--- config.mk ---
export PLATFORM = sky130hd
export DESIGN_NAME = fetch_stage
export DESIGN_NICKNAME = d
export VERILOG_FILES = /design/src/rtl/fetch_stage.sv
export SDC_FILE = /design/constraint.sdc
export NUM_CORES = 1
export LEC_CHECK = 0
export ABC_AREA = 0
export CAP_MARGIN = 0
export CORE_AREA = 8 8 142 144
export CTS_BUF_LIST = sky130_fd_sc_hd__clkbuf_8 sky130_fd_sc_hd__clkbuf_16
export DETAILED_ROUTE_END_ITERATION = 8
export DIE_AREA = 0 0 150 152
export PLACE_DENSITY = 0.85
export SYNTH_ARGS = -nofsm -noshare
export SYNTH_HDL_FRONTEND = slang
export SYNTH_SLANG_ARGS = --single-unit
--- constraint.sdc ---
create_clock -name clk -period 3.1 [get_ports clk]
set_input_delay 0.62 -clock clk [delete_from_list [all_inputs] [get_ports clk]]
set_output_delay 0.62 -clock clk [all_outputs]
set_load 0.1 [all_outputs]
--- src/rtl/fetch_stage.sv ---
// Instruction fetch stage: PC register, IF/ID pipeline register and RUN/HALT control.
// Fetches sequentially until the PC runs past the end of instruction memory.
module fetch_stage #(
  parameter logic [63:0] RESET_PC   = 64'h0,
  parameter int unsigned IMEM_BYTES = 64
) (
  input  logic        clk,
  input  logic        rst_n,
  output logic [63:0] pc_addr,
  input  logic [31:0] instruction,
  input  logic        stall,
  input  logic        branch_taken,
  input  logic [63:0] branch_target,
  output logic        if_id_valid,
  output logic [63:0] if_id_pc,
  output logic [31:0] if_id_instr,
  output logic        halted,
  output logic [31:0] fetch_count
);

  localparam int unsigned XLEN = 64;
  localparam int unsigned ILEN = 32;
  localparam int unsigned CNTW = 32;
  localparam logic [XLEN-1:0] LAST_PC  = XLEN'(IMEM_BYTES) - XLEN'(4);
  localparam logic [XLEN-1:0] ALIGN    = ~XLEN'(3);
  localparam logic [CNTW-1:0] CNT_MAX  = '1;

  typedef enum logic {
    ST_RUN  = 1'b0,
    ST_HALT = 1'b1
  } state_e;

  state_e            state_q, state_d;
  logic [XLEN-1:0]   pc_d;
  logic              valid_d;
  logic [XLEN-1:0]   if_pc_d;
  logic [ILEN-1:0]   if_instr_d;
  logic [CNTW-1:0]   count_d;
  logic              halted_d;

  // State and output registers
  always_ff @(posedge clk or negedge rst_n) begin
    if (!rst_n) begin
      state_q     <= ST_RUN;
      pc_addr     <= RESET_PC;
      if_id_valid <= 1'b0;
      if_id_pc    <= '0;
      if_id_instr <= '0;
      fetch_count <= '0;
      halted      <= 1'b0;
    end else begin
      state_q     <= state_d;
      pc_addr     <= pc_d;
      if_id_valid <= valid_d;
      if_id_pc    <= if_pc_d;
      if_id_instr <= if_instr_d;
      fetch_count <= count_d;
      halted      <= halted_d;
    end
  end

  // Next-state: redirect beats stall beats the end-of-memory check
  always_comb begin
    state_d    = state_q;
    pc_d       = pc_addr;
    valid_d    = if_id_valid;
    if_pc_d    = if_id_pc;
    if_instr_d = if_id_instr;
    count_d    = fetch_count;

    case (state_q)
      ST_RUN: begin
        if (branch_taken) begin
          pc_d       = branch_target & ALIGN;
          valid_d    = 1'b0;
          if_pc_d    = '0;
          if_instr_d = '0;
        end else if (!stall) begin
          if (pc_addr <= LAST_PC) begin
            if_pc_d    = pc_addr;
            if_instr_d = instruction;
            valid_d    = 1'b1;
            pc_d       = pc_addr + XLEN'(4);
            count_d    = (fetch_count == CNT_MAX) ? fetch_count : fetch_count + CNTW'(1);
          end else begin
            valid_d = 1'b0;
            state_d = ST_HALT;
          end
        end
      end
      ST_HALT: begin
        valid_d = 1'b0;
      end
      default: begin
        state_d = ST_RUN;
      end
    endcase

    halted_d = (state_d == ST_HALT);
  end

endmodule

# ---- Yosys cells after proc, flatten, opt, wreduce, memory -nomap -nowiden
# Index checks and enable logic that the tools add are counted.
dict set report word_totals {
  ff_bits 194
  latch_bits 0
  mem_bits_rw 0
  mem_bits_ro 0
  inputBits 100
  out_inout_bits 194
  word_cells 36
  mem_count 0
}
dict set report classes {
  add_sub_neg 2
  n_mul 0
  div 0
  order_cmp 1
  eq_ne 3
  n_shift 0
  mux 17
  n_bitwise 4
  n_reduce_logical 3
}
# op n
set ops {}
lappend ops {{$mux W64} 6}
lappend ops {{$mux W32} 3}
lappend ops {{$add A64 B3 Y64 const B} 1}
lappend ops {{$le A64 B6 Y1 const B} 1}
lappend ops {{$add A32 B1 Y32 const B} 1}
lappend ops {{$eq A32 B32 Y1 const B} 1}
lappend ops {{$mux W1} 7}
lappend ops {{$reduce_and A5 Y1} 1}
lappend ops {{$not A1 Y1} 4}
lappend ops {{$ne A3 B3 Y1 const B} 1}
lappend ops {{$reduce_and A3 Y1} 1}
lappend ops {{$ne A2 B1 Y1 const B} 1}
lappend ops {{$pmux W1 S2} 1}
lappend ops {{$reduce_bool A2 Y1} 1}

# ---- Longest topological paths before layout
dict set report depth {
  ltp_word 5
  ltp_mapped 10
  depth_no_buf 8
}

# ---- Worst setup path before layout
# OpenSTA, ideal clock, no wires.
dict set report synth_timing {
  path_type {reg2reg}
  from {register pc_addr[2]}
  to {register fetch_count[30]}
  setup_time_ps 126
  t_arrival_ps 2706
  required_time_ps 2974
  path_slack_ps 268
  stages_incl_launch_ff 10
  path_buffers 2
  period_less_slack_ps 2832
  path_cell_list {dfrtp_1 -> ha_1 -> nand3_1 -> nor2_1 -> or3_1 -> or2_1 -> buf_2 -> buf_6 -> nor2_1 -> mux2_2}
}
dict set report synth_via {
  elab_chain_cells 2
}
# element line_no
set synth_rtl {}
lappend synth_rtl {{start, declared} 9} ;# output logic [63:0] pc_addr,
lappend synth_rtl {{start signal, assigned} 53} ;# pc_addr <= pc_d;
lappend synth_rtl {{$le A64 B6 Y1} 79} ;# if (pc_addr <= LAST_PC) begin
lappend synth_rtl {{$reduce_and A5 Y1 (no line)} -}
lappend synth_rtl {{end signal, assigned} 57} ;# fetch_count <= count_d;
lappend synth_rtl {{end, declared} 18} ;# output logic [31:0] fetch_count
# Every way passes these cells.
# A chain may end at the register's enable or synchronous reset.

# ---- Worst setup path after layout
dict set report layout_timing {
  from {register pc_addr[11]}
  to {register fetch_count[16]}
}
# The elaborated chain is that of the path after synthesis.

==> summary.txt <==
Timing
  – Hold Fails Final Rpt: 0
  – Achievable Freq: 354 MHz
  – Worst Tran Pin Value: 0.610 ns
  – Crit share post-route: 91.0%
  – TNS Setup: 0 ns
  – Final min period: 2.82 ns
  – Max transition margin: 59.3%
  – Setup violations, final: 0
  – RSZ-0062 raised after global routing: false
  – Clock Skew: 0.0152 ns
  – Pins Over Slew Limit: 0

Min path
  – Min-Delay Path Class: input port to asynchronous set/reset pin

Clock network
  – Post-CTS setup buffer count: 0
  – CTS tree: built
  – Sink Count: 191
  – Max Root-Sink Buffers: 2
  – Worst skew pair latency: 0.42 ns
  – Clk slew on worst S/H paths: 0.07 ns
  – Clock H-tree levels: 4
  – CTS Root Buffer Type: clkbuf_16
  – Num CTS Buffers: 17
  – Cts hold-fix bufs: 0
  – Resize count post-CTS: 0

GRT
  – GRT overflow: 0
  – Global Route Usage Sum: 21.1%
  – First-pass GRT wire length: 38,300 microns
  – Vias in the first global route: 6,839
  – Antenna violations before repair: 0
  – Largest net degree at the start of global routing: 79

Detailed routing
  – First-pass DRT Iterations: 4
  – Final wirelength: 24,300 microns
  – Via density: 5.20
  – Routed via count: 6,620
  – Initial detailed-routing violation count: 393
  – DR DRC count: 0
  – Avg WL per Cell: 19.0 microns
  – DRT antenna net count: 0

Synthesis
  – Unique masters post-synth: 40
  – Syn Area/Cell: 10.2 sq um
  – Syn Std Cell Area: 7760 sq um
  – Cells after Synth: 759
  – Syn. warnings: 0
  – Seq cells post-synth: 191
  – Register area share after synthesis: 61.6%

Final layout
  – # nets final: 1,136
  – Most common cell after layout, fill and taps aside: nand2_1
  – P&R area growth vs syn: 41.3%
  – ANT cells: 0
  – Post-route insts no fill: 1,274
  – FILL cells: 1,462
  – Commonest cells after routing, fill and taps aside: nand2_1, buf_4, dfrtp_1
  – Share of cells above drive strength 1: 23.8%
  – Util after Layout: 61.7%

Critical path
  – WP data required: 3.40 ns
  – CP arrival: 3.12 ns
  – Delay-heaviest family, CP: simple AND/OR/NAND/NOR gates
  – Worst R2R Start: pc_addr[11]
  – Crit. Startpoint: pc_addr[11]
  – Crit path buf inv count: 0
  – CP Class: register to register
  – Worst Setup Start Kind: register
  – Crit path to: fetch_count[16]
  – Worst Path Max Fanout: 13
  – Crit-path slowest cell: or4_4
  – Reg2reg setup slack: 0.28 ns
  – R2R cell count: 7
  – CP Capture Type: register
  – Crit path cell chain: nor4_1 > nand2_1 > or4_4 > nor2_4 > and3_1 > nand3_1 > xnor2_1
  – Crit-path max cell delay: 0.56 ns
  – CP Depth: 7
  – Worst R2R End: fetch_count[16]

Placement
  – Cells after DPL: 1,243
  – Placed wire-length estimate: 17,900 microns
  – Placer Congestion: 0.806
  – IO buf count: 289

Floorplanning
  – Row count: 49
  – Full die area: 22,800 sq um
  – Die height: 152 microns
  – IO Count: 294
  – Core ar.: 17,800 sq um
  – Starting density of the core: 43.6%
  – Die width: 150 microns

Power
  – Leakage power: 5.80 nW
  – Pwr dens: 488 nW/um^2
  – Peak VDD IR: 367 uV

Run status
  – Status: completed

Flow run
  – Max Cap Viol: 0
-- layer usage --
layer	part of all wire [%]	track usage, %
met1	40	25.6
met2	50	35.0
met3	8.3	6.80
met4	1.7	6.24
met5	0	0
-- worst min path at each step --
| stage | start | to | slack (ns) |
|---|---|---|---|
| floorplan | rst_n | fetch_count[0] | 0.32 |
| global placement | fetch_count[26] | fetch_count[26] | 0.47 |
| detailed placement | fetch_count[21] | fetch_count[21] | 0.48 |
| CTS | rst_n | if_id_pc[33] | 0.13 |
| global route | rst_n | if_id_pc[37] | 0.14 |
| finish | rst_n | if_id_pc[33] | 0.13 |
-- state kept, by name, indices dropped and copies added (netlist names) --
name / count
if_id_valid: 1
if_id_pc: 63
if_id_instr: 32
state_q: 1
pc_addr: 62
fetch_count: 32
-- cell type report --
class                      count  area, sq um  area share [%]
inverter                       3         11.3           0.103
clock buffer                  18          439            4.01
clock inverter                13          143            1.30
tap                          229          287            2.61
sequential                   191         4780            43.6
timing repair buffer         304         2560            23.4
multi-input combinational    516         2740            25.0
-- Yosys cell counts --
cell type,n,area share [%]
nand2_1,220,11
dfrtp_1,191,62
and3_1,66,5.3
clkbuf_1,38,1.8
a22oi_1,36,3.5
o21ai_1,30,1.9
nand4_1,25,2.0
xnor2_1,23,2.6
nand3_1,21,1.4
nor2_1,21,1.0
nor4_1,18,1.5
o21ai_0,10,0.65
xor2_1,7,0.79
a21oi_1,6,0.39
buf_6,5,0.73
buf_4,4,0.39
nor3_1,4,0.26
o22ai_1,4,0.32
ha_1,3,0.48
inv_1,3,0.15
a41oi_1,2,0.23
and4_1,2,0.23
buf_2,2,0.13
o31ai_1,2,0.19
a21boi_0,1,0.097
a32oi_1,1,0.11
buf_1,1,0.048
conb_1,1,0.048
mux2_2,1,0.15
mux2i_1,1,0.13
nand2b_1,1,0.081
nand3_2,1,0.13
nor2_4,1,0.15
nor2_8,1,0.26
nor3b_1,1,0.097
o22a_1,1,0.11
o311ai_1,1,0.11
or2_1,1,0.081
or3_1,1,0.081
or4_4,1,0.15
-- logic make-up after synthesis --
family                   after synthesis  synth area share [%]
other                                  1                0.0483
flip-flops                           191                  61.6
buffers and inverters                 53                  3.27
adder cells (fa/ha/maj)                3                 0.484
multiplexers                           2                 0.274
AND/OR/NAND/NOR                      385                  23.3
XOR/XNOR                              30                  3.39
AO/OA/AOI/OAI                         94                  7.63
-- metrics by stage --
stage	instance area [sq um]	setup slack [ns]	total power [mW]	hold WS (ns)
3_3_place_gp	10400	0.165	3.23	0.475
3_5_place_dp	10400	0.143	3.24	0.477
5_1_grt	11000	0.0469	5.54	0.144
2_1_floorplan	7760	0.268	2.95	0.324
4_1_cts	11000	0.248	5.41	0.129
6_report	11000	0.279	5.35	0.134
-- where the power goes --
| part | leakage, nW | total, mW | switching, mW | internal, mW |
|---|---|---|---|---|
| registers | 2.41 | 2.57 | 0.0447 | 2.53 |
| logic | 3.11 | 0.611 | 0.428 | 0.183 |
| clock network | 0.279 | 2.16 | 1.01 | 1.16 |
| total | 5.80 | 5.35 | 1.48 | 3.87 |
Note: power is estimated with default switching activity, not from simulation.
